$ cat src/rtl/decode_stage.sv
// Single-stage registered instruction decoder with valid/ready handshake,
// HALT latch, flush and a saturating count of delivered results.
module decode_stage #(
    parameter int INSTR_W = 16,
    parameter int OPC_W   = 5,
    parameter int REG_W   = 3,
    parameter int IMM_W   = 4,
    parameter int TGT_W   = 6,
    parameter int CNT_W   = 8
) (
    input  logic               clk,
    input  logic               reset,
    input  logic               flush,
    input  logic               in_valid,
    output logic               in_ready,
    input  logic [INSTR_W-1:0] instr,
    output logic               out_valid,
    input  logic               out_ready,
    output logic [OPC_W-1:0]   opcode,
    output logic               amode,
    output logic [REG_W-1:0]   rd,
    output logic [REG_W-1:0]   rs1,
    output logic [REG_W-1:0]   rs2,
    output logic [IMM_W-1:0]   imm,
    output logic [TGT_W-1:0]   tgt,
    output logic [REG_W-1:0]   shamt,
    output logic [5:0]         fld_en,
    output logic               illegal,
    output logic               halted,
    output logic [CNT_W-1:0]   dec_count
);

    if (INSTR_W < OPC_W + 1 + 3*REG_W + 1 ||
        TGT_W > INSTR_W - OPC_W - 1 ||
        IMM_W > INSTR_W - OPC_W - 1) begin : g_param_check
        $error("decode_stage: illegal parameter combination");
    end

    // Top bit of the operand area, just below the amode bit.
    localparam int P = INSTR_W - OPC_W - 2;

    localparam logic [OPC_W-1:0] OP_MOVE  = OPC_W'(0);
    localparam logic [OPC_W-1:0] OP_ADD   = OPC_W'(1);
    localparam logic [OPC_W-1:0] OP_SUB   = OPC_W'(2);
    localparam logic [OPC_W-1:0] OP_MUL   = OPC_W'(3);
    localparam logic [OPC_W-1:0] OP_DIV   = OPC_W'(4);
    localparam logic [OPC_W-1:0] OP_INC   = OPC_W'(5);
    localparam logic [OPC_W-1:0] OP_DEC   = OPC_W'(6);
    localparam logic [OPC_W-1:0] OP_AND   = OPC_W'(7);
    localparam logic [OPC_W-1:0] OP_OR    = OPC_W'(8);
    localparam logic [OPC_W-1:0] OP_NOT   = OPC_W'(9);
    localparam logic [OPC_W-1:0] OP_XOR   = OPC_W'(10);
    localparam logic [OPC_W-1:0] OP_LOAD  = OPC_W'(11);
    localparam logic [OPC_W-1:0] OP_STORE = OPC_W'(12);
    localparam logic [OPC_W-1:0] OP_JUMP  = OPC_W'(13);
    localparam logic [OPC_W-1:0] OP_BEQZ  = OPC_W'(14);
    localparam logic [OPC_W-1:0] OP_ASHL  = OPC_W'(16);
    localparam logic [OPC_W-1:0] OP_ASHR  = OPC_W'(17);
    localparam logic [OPC_W-1:0] OP_LSHL  = OPC_W'(18);
    localparam logic [OPC_W-1:0] OP_LSHR  = OPC_W'(19);
    localparam logic [OPC_W-1:0] OP_ROTL  = OPC_W'(20);
    localparam logic [OPC_W-1:0] OP_ROTR  = OPC_W'(21);
    localparam logic [OPC_W-1:0] OP_BC    = OPC_W'(22);
    localparam logic [OPC_W-1:0] OP_BAUX  = OPC_W'(23);
    localparam logic [OPC_W-1:0] OP_BPAR  = OPC_W'(24);
    localparam logic [OPC_W-1:0] OP_CMP   = OPC_W'(25);
    localparam logic [OPC_W-1:0] OP_HALT  = '1;

    // fld_en bit positions: {shamt,tgt,imm,rs2,rs1,rd}
    localparam logic [5:0] EN_RD  = 6'b000001;
    localparam logic [5:0] EN_RS1 = 6'b000010;
    localparam logic [5:0] EN_RS2 = 6'b000100;
    localparam logic [5:0] EN_IMM = 6'b001000;
    localparam logic [5:0] EN_TGT = 6'b010000;
    localparam logic [5:0] EN_SH  = 6'b100000;

    function automatic logic [CNT_W-1:0] sat_inc(input logic [CNT_W-1:0] v);
        return (&v) ? v : v + CNT_W'(1);
    endfunction

    logic [REG_W-1:0] fa, fb, fc;
    logic [IMM_W-1:0] fil, fih;
    logic [TGT_W-1:0] ft;
    logic             fam;

    assign fam = instr[P+1];
    assign fa  = instr[P -: REG_W];
    assign fb  = instr[P-REG_W -: REG_W];
    assign fc  = instr[P-2*REG_W -: REG_W];
    assign fil = instr[IMM_W-1:0];
    assign fih = instr[P -: IMM_W];
    assign ft  = instr[P -: TGT_W];

    logic [OPC_W-1:0] opcode_p0;
    logic             amode_p0, illegal_p0;
    logic [REG_W-1:0] rd_p0, rs1_p0, rs2_p0, shamt_p0;
    logic [IMM_W-1:0] imm_p0;
    logic [TGT_W-1:0] tgt_p0;
    logic [5:0]       fld_en_p0;

    // Combinational field extraction; unused fields are forced to zero.
    always_comb begin
        opcode_p0  = instr[INSTR_W-1 -: OPC_W];
        amode_p0   = 1'b0;
        illegal_p0 = 1'b0;
        rd_p0      = '0;
        rs1_p0     = '0;
        rs2_p0     = '0;
        shamt_p0   = '0;
        imm_p0     = '0;
        tgt_p0     = '0;
        fld_en_p0  = '0;
        case (opcode_p0)
            OP_MOVE: begin
                amode_p0 = fam;
                rd_p0    = fa;
                if (fam) begin
                    imm_p0    = fil;
                    fld_en_p0 = EN_RD | EN_IMM;
                end else begin
                    rs1_p0    = fb;
                    fld_en_p0 = EN_RD | EN_RS1;
                end
            end
            OP_ADD, OP_SUB, OP_MUL, OP_DIV, OP_AND, OP_OR, OP_XOR, OP_CMP: begin
                amode_p0 = fam;
                rd_p0    = fa;
                rs1_p0   = fb;
                if (fam) begin
                    imm_p0    = fil;
                    fld_en_p0 = EN_RD | EN_RS1 | EN_IMM;
                end else begin
                    rs2_p0    = fc;
                    fld_en_p0 = EN_RD | EN_RS1 | EN_RS2;
                end
            end
            OP_INC, OP_DEC, OP_NOT: begin
                amode_p0 = fam;
                if (fam) begin
                    imm_p0    = fih;
                    fld_en_p0 = EN_IMM;
                end else begin
                    rd_p0     = fa;
                    fld_en_p0 = EN_RD;
                end
            end
            OP_LOAD: begin
                rd_p0     = fa;
                imm_p0    = fil;
                fld_en_p0 = EN_RD | EN_IMM;
            end
            OP_STORE: begin
                tgt_p0    = ft;
                rd_p0     = instr[REG_W-1:0];
                fld_en_p0 = EN_TGT | EN_RD;
            end
            OP_JUMP, OP_BEQZ, OP_BC, OP_BAUX, OP_BPAR: begin
                tgt_p0    = ft;
                fld_en_p0 = EN_TGT;
            end
            OP_ASHL, OP_ASHR, OP_LSHL, OP_LSHR, OP_ROTL, OP_ROTR: begin
                amode_p0 = fam;
                shamt_p0 = fb;
                if (fam) begin
                    imm_p0    = fih;
                    fld_en_p0 = EN_SH | EN_IMM;
                end else begin
                    rd_p0     = fa;
                    fld_en_p0 = EN_SH | EN_RD;
                end
            end
            OP_HALT: ;
            default: illegal_p0 = 1'b1;
        endcase
    end

    logic             vld_p1, halted_p1;
    logic [CNT_W-1:0] count_p1;
    logic [OPC_W-1:0] opcode_p1;
    logic             amode_p1, illegal_p1;
    logic [REG_W-1:0] rd_p1, rs1_p1, rs2_p1, shamt_p1;
    logic [IMM_W-1:0] imm_p1;
    logic [TGT_W-1:0] tgt_p1;
    logic [5:0]       fld_en_p1;
    logic             accept, handoff;

    assign in_ready = !reset && !halted_p1 && (!vld_p1 || out_ready);
    assign accept   = in_valid && in_ready;
    assign handoff  = vld_p1 && out_ready;

    // Output stage: capture decode on accept, track handoff, halt and count.
    always_ff @(posedge clk) begin
        if (reset) begin
            vld_p1     <= 1'b0;
            halted_p1  <= 1'b0;
            count_p1   <= '0;
            opcode_p1  <= '0;
            amode_p1   <= 1'b0;
            illegal_p1 <= 1'b0;
            rd_p1      <= '0;
            rs1_p1     <= '0;
            rs2_p1     <= '0;
            shamt_p1   <= '0;
            imm_p1     <= '0;
            tgt_p1     <= '0;
            fld_en_p1  <= '0;
        end else if (flush) begin
            vld_p1    <= 1'b0;
            halted_p1 <= 1'b0;
        end else begin
            if (handoff) begin
                count_p1 <= sat_inc(count_p1);
            end
            if (accept) begin
                vld_p1     <= 1'b1;
                opcode_p1  <= opcode_p0;
                amode_p1   <= amode_p0;
                illegal_p1 <= illegal_p0;
                rd_p1      <= rd_p0;
                rs1_p1     <= rs1_p0;
                rs2_p1     <= rs2_p0;
                shamt_p1   <= shamt_p0;
                imm_p1     <= imm_p0;
                tgt_p1     <= tgt_p0;
                fld_en_p1  <= fld_en_p0;
                if (opcode_p0 == OP_HALT) begin
                    halted_p1 <= 1'b1;
                end
            end else if (handoff) begin
                vld_p1 <= 1'b0;
            end
        end
    end

    assign out_valid = vld_p1;
    assign halted    = halted_p1;
    assign dec_count = count_p1;
    assign opcode    = opcode_p1;
    assign amode     = amode_p1;
    assign illegal   = illegal_p1;
    assign rd        = rd_p1;
    assign rs1       = rs1_p1;
    assign rs2       = rs2_p1;
    assign shamt     = shamt_p1;
    assign imm       = imm_p1;
    assign tgt       = tgt_p1;
    assign fld_en    = fld_en_p1;

endmodule

$ cat config.mk
export PLATFORM = sky130hd
export DESIGN_NAME = decode_stage
export DESIGN_NICKNAME = d
export VERILOG_FILES = /design/src/rtl/decode_stage.sv
export SDC_FILE = /design/constraint.sdc
export NUM_CORES = 1
export LEC_CHECK = 0
export CORE_ASPECT_RATIO = 1.5
export CORE_MARGIN = 2
export CORE_UTILIZATION = 43
export CTS_CLUSTER_SIZE = 30
export DETAILED_ROUTE_END_ITERATION = 12
export PLACE_DENSITY = 0.76
export SLEW_MARGIN = 15
export SYNTH_ARGS = -nofsm -noshare
export SYNTH_HDL_FRONTEND = slang
export SYNTH_SLANG_ARGS = --single-unit
$ cat constraint.sdc
create_clock -name clk -period 1.4 [get_ports clk]
set_input_delay 0.21 -clock clk [delete_from_list [all_inputs] [get_ports clk]]
set_output_delay 0.21 -clock clk [all_outputs]
set_load 0.03 [all_outputs]
==> metrics.md <==
| Metric | Value |
|---|---|
| Outcome | `complete, but fails checks` |
| Failing checks | `negative setup slack` |
| First-pass GRT wire length | `11.86 mm` |
| Top-count cell post-synth | `dfxtp_1` |
| # diodes | `0` |
| Reg2Reg Depth | `5` |
| Hold Crit Endpoint | `out_valid` |
| Total power | `2.807 mW` |
| First DRT Iteration DRCs | `89` |
| Clock Skews | `4.099 ps` |
| Syn nets | `294` |
| Register area share after synthesis | `0.3915` |
| Fin Hold WS | `428.1 ps` |
| Final worst slack | `-203.9 ps` |
| Hpwl dp | `4.882 mm` |
| Area after DPL | `0.003326 mm2` |
| H-tree Lvls | `2` |
| DR pass1 iterations | `4` |
| Data required, critical path | `1630 ps` |
| Area Growth Syn to Fin | `65.69%` |
| Worst hold path class | `input pin to flop` |
| Cts hold-fix bufs | `0` |
| Die area | `0.005964 mm2` |
| Largest net degree at the start of global routing | `40` |
| # rows | `32` |
| Final setup viols | `36` |
| Vias | `2,544` |
| Die span in y | `93.59 um` |
| Total DRC errors in the routed layout | `0` |
| CTS tree | `done` |
| GRT Overall Usage | `0.2532` |
| Initial antenna violation count | `0` |
| Min Tclk post-route | `1604 ps` |
| Final hold viol count | `0` |
| Setup TNS | `-4647 ps` |
| PD cells | `736.3 mW/mm2` |
| Worst reg2reg endpoint | `rs1[2]` |
| Arrival time worst endpoint | `1840 ps` |
| # IOs | `67` |
| Max_slew headroom | `0.7350` |
| Synth cell count leaders | `dfxtp_1 (45), nand2_1 (42), a21oi_1 (24)` |
| Worst-margin pin slew | `395.1 ps` |
| RR Startpoint | `out_valid` |
| Worst VDD drop | `0.0003731 V` |
| Vias per inst | `5.579` |
| Core Region | `0.005165 mm2` |
| Area leader, netlist | `dfxtp_1` |
| Syn Area/Cell | `8.459 um2` |
| Register area | `914.6 um2` |
| Async S/R FF share, synth | `0` |
| Critical Path Source Type | `flop` |
| Maxcap violations | `0` |
| Fill cells | `375` |
| Mapped cell area | `0.002301 mm2` |
| Flops & latches, synth | `45` |
| IO Port Bufs | `66` |
| Post-synth EDFFs | `0` |
| Share of cells above drive strength 1 | `0.3918` |
| Crit Path Category | `flop to flop` |
| Drt total wl | `7.480 mm` |
| Top FF cell, synth | `dfxtp_1` |
| Critical path fanouts, max | `8` |
| Slowest cell delay on critical path | `610 ps` |
| Clock slew at reported path FFs | `80 ps` |
| Top cells by area, synth | `dfxtp_1 (39%), nand2_1 (6.9%), a21oi_1 (5.2%), nor2_1 (3.1%), nand3_1 (2.6%)` |
| Distinct cells, synth | `54` |
| Final instance area | `0.003812 mm2` |
| Footprint of the multi-input gates | `0.001556 mm2` |
| Die width | `63.73 um` |
| Final net count | `410` |
| Root Buffer | `clkbuf_8` |
| Slowest cell on the critical path | `or4_4` |
| Reg2reg setup slack | `-200 ps` |
| Fin util | `0.7381` |
| Pins Over Slew Limit | `0` |
| Hold path start | `flush` |
| Post-synth top area share | `0.3915` |
| Clock sink count | `45` |
| Ordered cell list for the critical path | `nor2b_4, or4_4, nor2_4, o311ai_4, o21ai_2` |
| CTS buffer count | `5` |
| Post-Syn Instances | `272` |
| Clock Latency Late Sink | `300 ps` |
| Setup crit end kind | `flop` |
| DR WL/cell | `16.40 um` |
| Initial Util | `0.4455` |
| GPL Wtd Cong | `0.8249` |
| Period utilization | `1.146` |
| F_max | `0.6235 GHz` |
| Vias in the first global route | `2,457` |
| Leak pwr | `1.644 nW` |
| Congestion Overflow GR | `0` |
| CTS max path bufs | `2` |
| Routed Antenna Nets | `0` |
| RSZ-0062 raised after global routing | `true` |
| Hold path depth | `3` |
| Synth warn | `0` |
-- power by group --
| part | total [mW] | switching, mW | internal [mW] | leakage (nW) |
|---|---|---|---|---|
| clock | 0.873 | 0.426 | 0.447 | 0.0522 |
| sequential | 1.32 | 0.0193 | 1.30 | 0.369 |
| combinational | 0.612 | 0.335 | 0.277 | 1.22 |
-- cells by family after synthesis --
group	Yosys count	synth area share
simple gates	123	0.2817
mux	1	0.004350
compound gates	68	0.2202
buf+inv	26	0.06634
flops	45	0.3915
fa+ha+maj	1	0.005437
xor+xnor	8	0.03045
-- final cells by class --
type | instances | share of cell area
clock inverter | 1 | 0.001313
tap | 68 | 0.02232
clock buffer | 6 | 0.02461
sequential | 45 | 0.2399
timing repair buffer | 129 | 0.2987
inverter | 5 | 0.004923
multi-input combinational | 202 | 0.4083
-- cells in the final DEF (no fill, tap or decap), types with 4 or more instances in the layout --
cell             count
dfxtp_1             36
nand2b_1             4
nand2_2              5
nand3b_1             8
o21ai_1              4
buf_8                4
a21oi_1              7
clkbuf_8             5
xor2_1               6
nand2_1             24
inv_1                5
nand3_1             10
buf_4               45
a21oi_2             18
buf_6               14
dlygate4sd2_1       50
nor3_1               5
nand4_1              6
clkdlybuf4s50_1     11
nor2_1              16
o21ai_0              7
nand2_4             13
dfxtp_2              8
-- metal layers --
metal	vias up	global-route usage	routed length, um	share of wire
met5	-	0	0	0
met2	102	0.4807	4208	0.56
met3	22	0.03851	326	0.044
met4	0	0.09420	208	0.028
li1	1200	-	-	-
met1	1220	0.2782	2737	0.37
-- critical path: cells and delay by family (launching register included) --
family          cells  cell delay (ps)
compound gates      2              280
flops               1              350
simple gates        3              900
-- per-stage QoR --
| step | cells | setup slack [ps] |
|---|---|---|
| finish | 456 | -203.9 |
| detailed placement | 433 | -669.6 |
| floorplan | 272 | -200.3 |
| global route | 456 | -275.7 |
| CTS | 453 | -174.5 |
| global placement | 433 | -687.9 |
-- what timing repair did --
action,CTS,global route
pin swaps,29,21
gates cloned,4,0
endpoints found under the setup margin,88,43
gates resized for setup,113,42
buffers inserted,9,4
-- worst max path at each step --
stage                         start     end  slack (ps)  depth (start not counted)
after detailed placement  instr[12]   rd[2]        -670                          7
final                     out_valid  rs1[2]        -200                          5
after floorplan           out_valid   rd[2]        -200                          6
after CTS                    halted  imm[1]        -170                          7
after global routing         halted  imm[1]        -280                          7
after global placement    instr[12]   rd[2]        -690                          7
-- sequential cells by signal (all words and copies together), names as in the netlist, 3 cells and up --
name,cells
tgt,6
rd,3
shamt,3
rs2,3
fld_en,6
dec_count,8
opcode,5
imm,4
rs1,3
Power figures use the tool's default switching activity.
==> RTL edit 1 (same settings) <==
Make the reset (`reset`) asynchronous in one clocked block.
--- a/src/rtl/decode_stage.sv
+++ b/src/rtl/decode_stage.sv
@@ -190,5 +190,5 @@
 
     // Output stage: capture decode on accept, track handoff, halt and count.
-    always_ff @(posedge clk) begin
+    always_ff @(posedge clk or posedge reset) begin
         if (reset) begin
             vld_p1     <= 1'b0;
Function: differs if reset is asserted again (counterexample within 4 cycles, from zero or initial values and one cycle with reset high); with reset held inactive, the same outputs for 10 cycles.
==> RTL edit 1 against the original RTL <==
- the run still ends with negative setup slack left
- highest routed layer unchanged
- setup slack lost 0.028 ns
- sequential cell count is the same
- final cell count shrank 7.7%
- routed wire length shrank 0.16%
- worst hold slack lost 0.18 ns
- cell area grew 3.0%
- synthesized area shrank 1.5%
- synthesized cell count shrank 17%
Power is not compared: it rests on default switching activity, and its combinational part moved more than twofold at a synthesized area within 25%.
==> RTL edit 1: results <==
[synthesis]
synth_seq_area_share_pct = 49.7
postSynthCellCount = 225
synth_common_cells = dfrtp_1, nand2_1, a22o_1
async_flop_share_pct = 100
syn_nets = 247

[timing]
layout_setup_ws_ns = -0.232
setup_viol = 45
tns_ns = -6.52
worst_slew_pin_slew_ns = 0.362

[outcome]
outcome = complete, but fails checks
violations = negative setup slack

[place]
hpwl_um = 4670
placed_cell_area_sq_um = 3390

[final_layout]
n_sequential_cell = 45
nNetsFinal = 374
clk_share_pct = 2.23
num-multi-input-gates = 158
signal_buffers = 134
sh_seq_area_pct = 28.8
multi_input_area_sq_um = 1330

[grt]
use_met3_pct = 5.47
gr-usage-met1_pct = 25.5
grt_use_total_pct = 24.7
use_met2_pct = 46.1
grt_pass1_wl_um = 11200

[setup_path]
cp_top_family = compound AO/OA/AOI/OAI gates
cp_slowest_stage_delay_ns = 0.56
ff2ff_path_depth = 3
reg2reg_from = out_valid
critPathMaxFanout = 6
worstReg2RegEnd = tgt[5]
crit_slowest_cell = a2111o_2

[clock_network]
post-cts-setup-buffers = 6
cts_resized = 106

[min_path]
min_from = out_ready

[die]
core_area_sq_um = 5120

[route]
dr_wl_met3_um = 279
met1_length_um = 2710
viasPerCell = 5.56
vias = 2339
first_iter_violations = 90
## RTL edit 1: worst reg2reg max path, delay by kind of cell, from the launching register on
kind                   cells  cell delay (ns)
AO/OA/AOI/OAI              2             0.78
flip-flops                 1             0.44
buffers and inverters      1             0.31
## RTL edit 1: how the worst max path moves through the flow
stage	depth (start not counted)	slack [ns]	endpoint
6_report	3	-0.23	tgt[5]
3_5_place_dp	6	-0.67	rd[2]
4_1_cts	5	-0.24	rs2[1]
5_1_grt	4	-0.28	fld_en[0]
3_3_place_gp	6	-0.64	rd[1]
2_1_floorplan	5	-0.24	dec_count[1]
## RTL edit 1: cell families after synthesis
family                     count (synthesis)  share of synthesized area [%]
buffers and inverters                     23                           4.69
adders and majority gates                  1                          0.552
DFF                                       45                           49.7
xor gates and xnor gates                   8                           3.09
AOI/OAI and AO/OA                         74                           24.3
and+or+nand+nor                           71                           16.3
muxes                                      3                           1.43
==> RTL edit 2 (config.mk and constraints unchanged) <==
Made on the original files. Change the parameter `TGT_W` from 6 to 5.
--- a/src/rtl/decode_stage.sv
+++ b/src/rtl/decode_stage.sv
@@ -6,5 +6,5 @@
     parameter int REG_W   = 3,
     parameter int IMM_W   = 4,
-    parameter int TGT_W   = 6,
+    parameter int TGT_W   = 5,
     parameter int CNT_W   = 8
 ) (
Interface: changed (resized tgt); port bits go from 67 to 66. No check against the original RTL was run, so the function may have changed too.
==> RTL edit 2 against the original RTL <==
- the flow still finishes with violations (negative setup slack)
- setup slack improved by 0.067 ns
- synthesized cell count shrank 10%
- first-iteration DRC count increased by 13%
- core utilization rose by 2.2 points
- critical path depth unchanged
- routed wire length decreased by 7.3%
- synthesized area decreased by 6.5%
- total power grew 2.8%
- combinational power is 4.9% lower
- sequential cell count is 1 lower
- cell area down 4.1%
- highest routed layer unchanged
==> RTL edit 2: results <==
[grt]
grt_pass1_wl_um = 10700
grt_max_degree = 29
grt_use_total_pct = 24.5
first_global_vias = 2311

[route]
viasPerCell = 5.59
first_iter_violations = 101
wirelength_um = 6930

[power_and_ir_drop]
power.leakage_nw = 1.64
worst_ir_drop_vdd_mv = 0.443

[final_layout]
nNetsFinal = 379
drive_above_1_share_pct = 37.2
final_cells = 424

[timing]
fin_skew_ns = 0.00825
layout_setup_ws_ns = -0.137
maxSlewHeadroom_pct = 72.6
setup_viol = 35

[synthesis]
synth_cell_types = 60
syn_nets = 266
synth_common_cells = dfxtp_1, nand2_1, nor2_1
synthTopCellsByArea = dfxtp_1, a21oi_1, nand2_1, nor2_1, a22o_1
synth.avg_cell_area_sq_um = 8.81
synth_seq_area_share_pct = 41.0

[clock_network]
cts-root-buf = clkbuf_8
htreeDepth = 2
clk_latency_ns = 0.30

[place]
port_buffers = 65
dp.cells = 405
placed_cell_area_sq_um = 3190
hpwl_um = 4610
place.gp.congestion = 0.935

[outcome]
violations = negative setup slack
outcome = complete, but fails checks

[setup_path]
cp_slowest_stage_delay_ns = 0.49
cp-startpoint = halted
worstPathArrival_ns = 1.73

[min_path]
min_from = instr[12]
RTL edit 2: cell types whose count changed in the layout (fill, tap and decap cells not counted), moves of 4 or more:
cell / unedited run / this run
nand3_1: 10 / 5
nand2_4: 13 / 6
a22o_1: 0 / 9
a32o_1: 0 / 5
nor2_1: 16 / 22
buf_12: 0 / 4
a21oi_2: 18 / 11
nand3b_1: 8 / 2
nand2_1: 24 / 13
RTL edit 2: metrics by stage:
step	worst slack [ns]	power (mW)	util, %	hold slack [ns]	TNS [ns]
6_report	-0.137	2.88	76.0	0.317	-2.50
5_1_grt	-0.187	2.98	76.0	0.359	-4.50
4_1_cts	-0.125	2.86	73.2	0.437	-1.56
3_5_place_dp	-0.631	1.83	66.3	0.448	-20.88
3_3_place_gp	-0.587	1.82	66.3	0.443	-19.29
2_1_floorplan	-0.166	1.58	-	0.277	-2.84
RTL edit 2: cell families after synthesis:
group | share of synthesized area (%)
simple gates | 22.9
compound gates | 25.2
flops | 41.0
buf+inv | 6.22
xor+xnor | 3.26
mux | 0.931
fa+ha+maj | 0.582
RTL edit 2: worst max-delay path: cells and delay by family, from the launching register on:
| kind | cells | cell delay [ns] |
|---|---|---|
| AO/OA/AOI/OAI | 1 | 0.17 |
| AND/OR/NAND/NOR | 2 | 0.63 |
| buffers and inverters | 2 | 0.32 |
| flip-flops | 1 | 0.32 |
RTL edit 2: where the power goes:
group	internal, mW	switching [mW]
registers	1.28	0.0183
clock network	0.583	0.426
logic	0.268	0.314
RTL edit 2: cell type report:
type                            instances  area, sq um
Clock inverter                          2         38.8
Timing Repair Buffer                  123         1120
Sequential cell                        44          895
Inverter                                7         26.3
Fill cell                             374         1150
Tap cell                               66         82.6
Multi-Input combinational cell        176         1410
Clock buffer                            6         82.6
RTL edit 2: routing by layer:
layer	routed length (um)	vias to the layer above	GRT usage [%]
met2	3840	64	42.5
met5	0	-	0
met4	178	0	9.22
li1	-	1122	-
met1	2660	1169	28.7
met3	250	16	3.72
RTL edit 2: path summary, 6_finish.rpt:
check                           cells past startpoint   endpoint
worst max-delay path                                5  fld_en[1]
worst min-delay path                                3  opcode[1]
worst max register to register                      5  fld_en[1]
worst min register to register                      1     rs2[0]
RTL edit 2: timing repair:
action,4_1_cts,5_1_grt
pin swaps,26,15
setup buffers,8,1
hold endpoints to repair,0,0
gates cloned,3,0
endpoints found under the setup margin,85,41
gates resized for setup,102,31
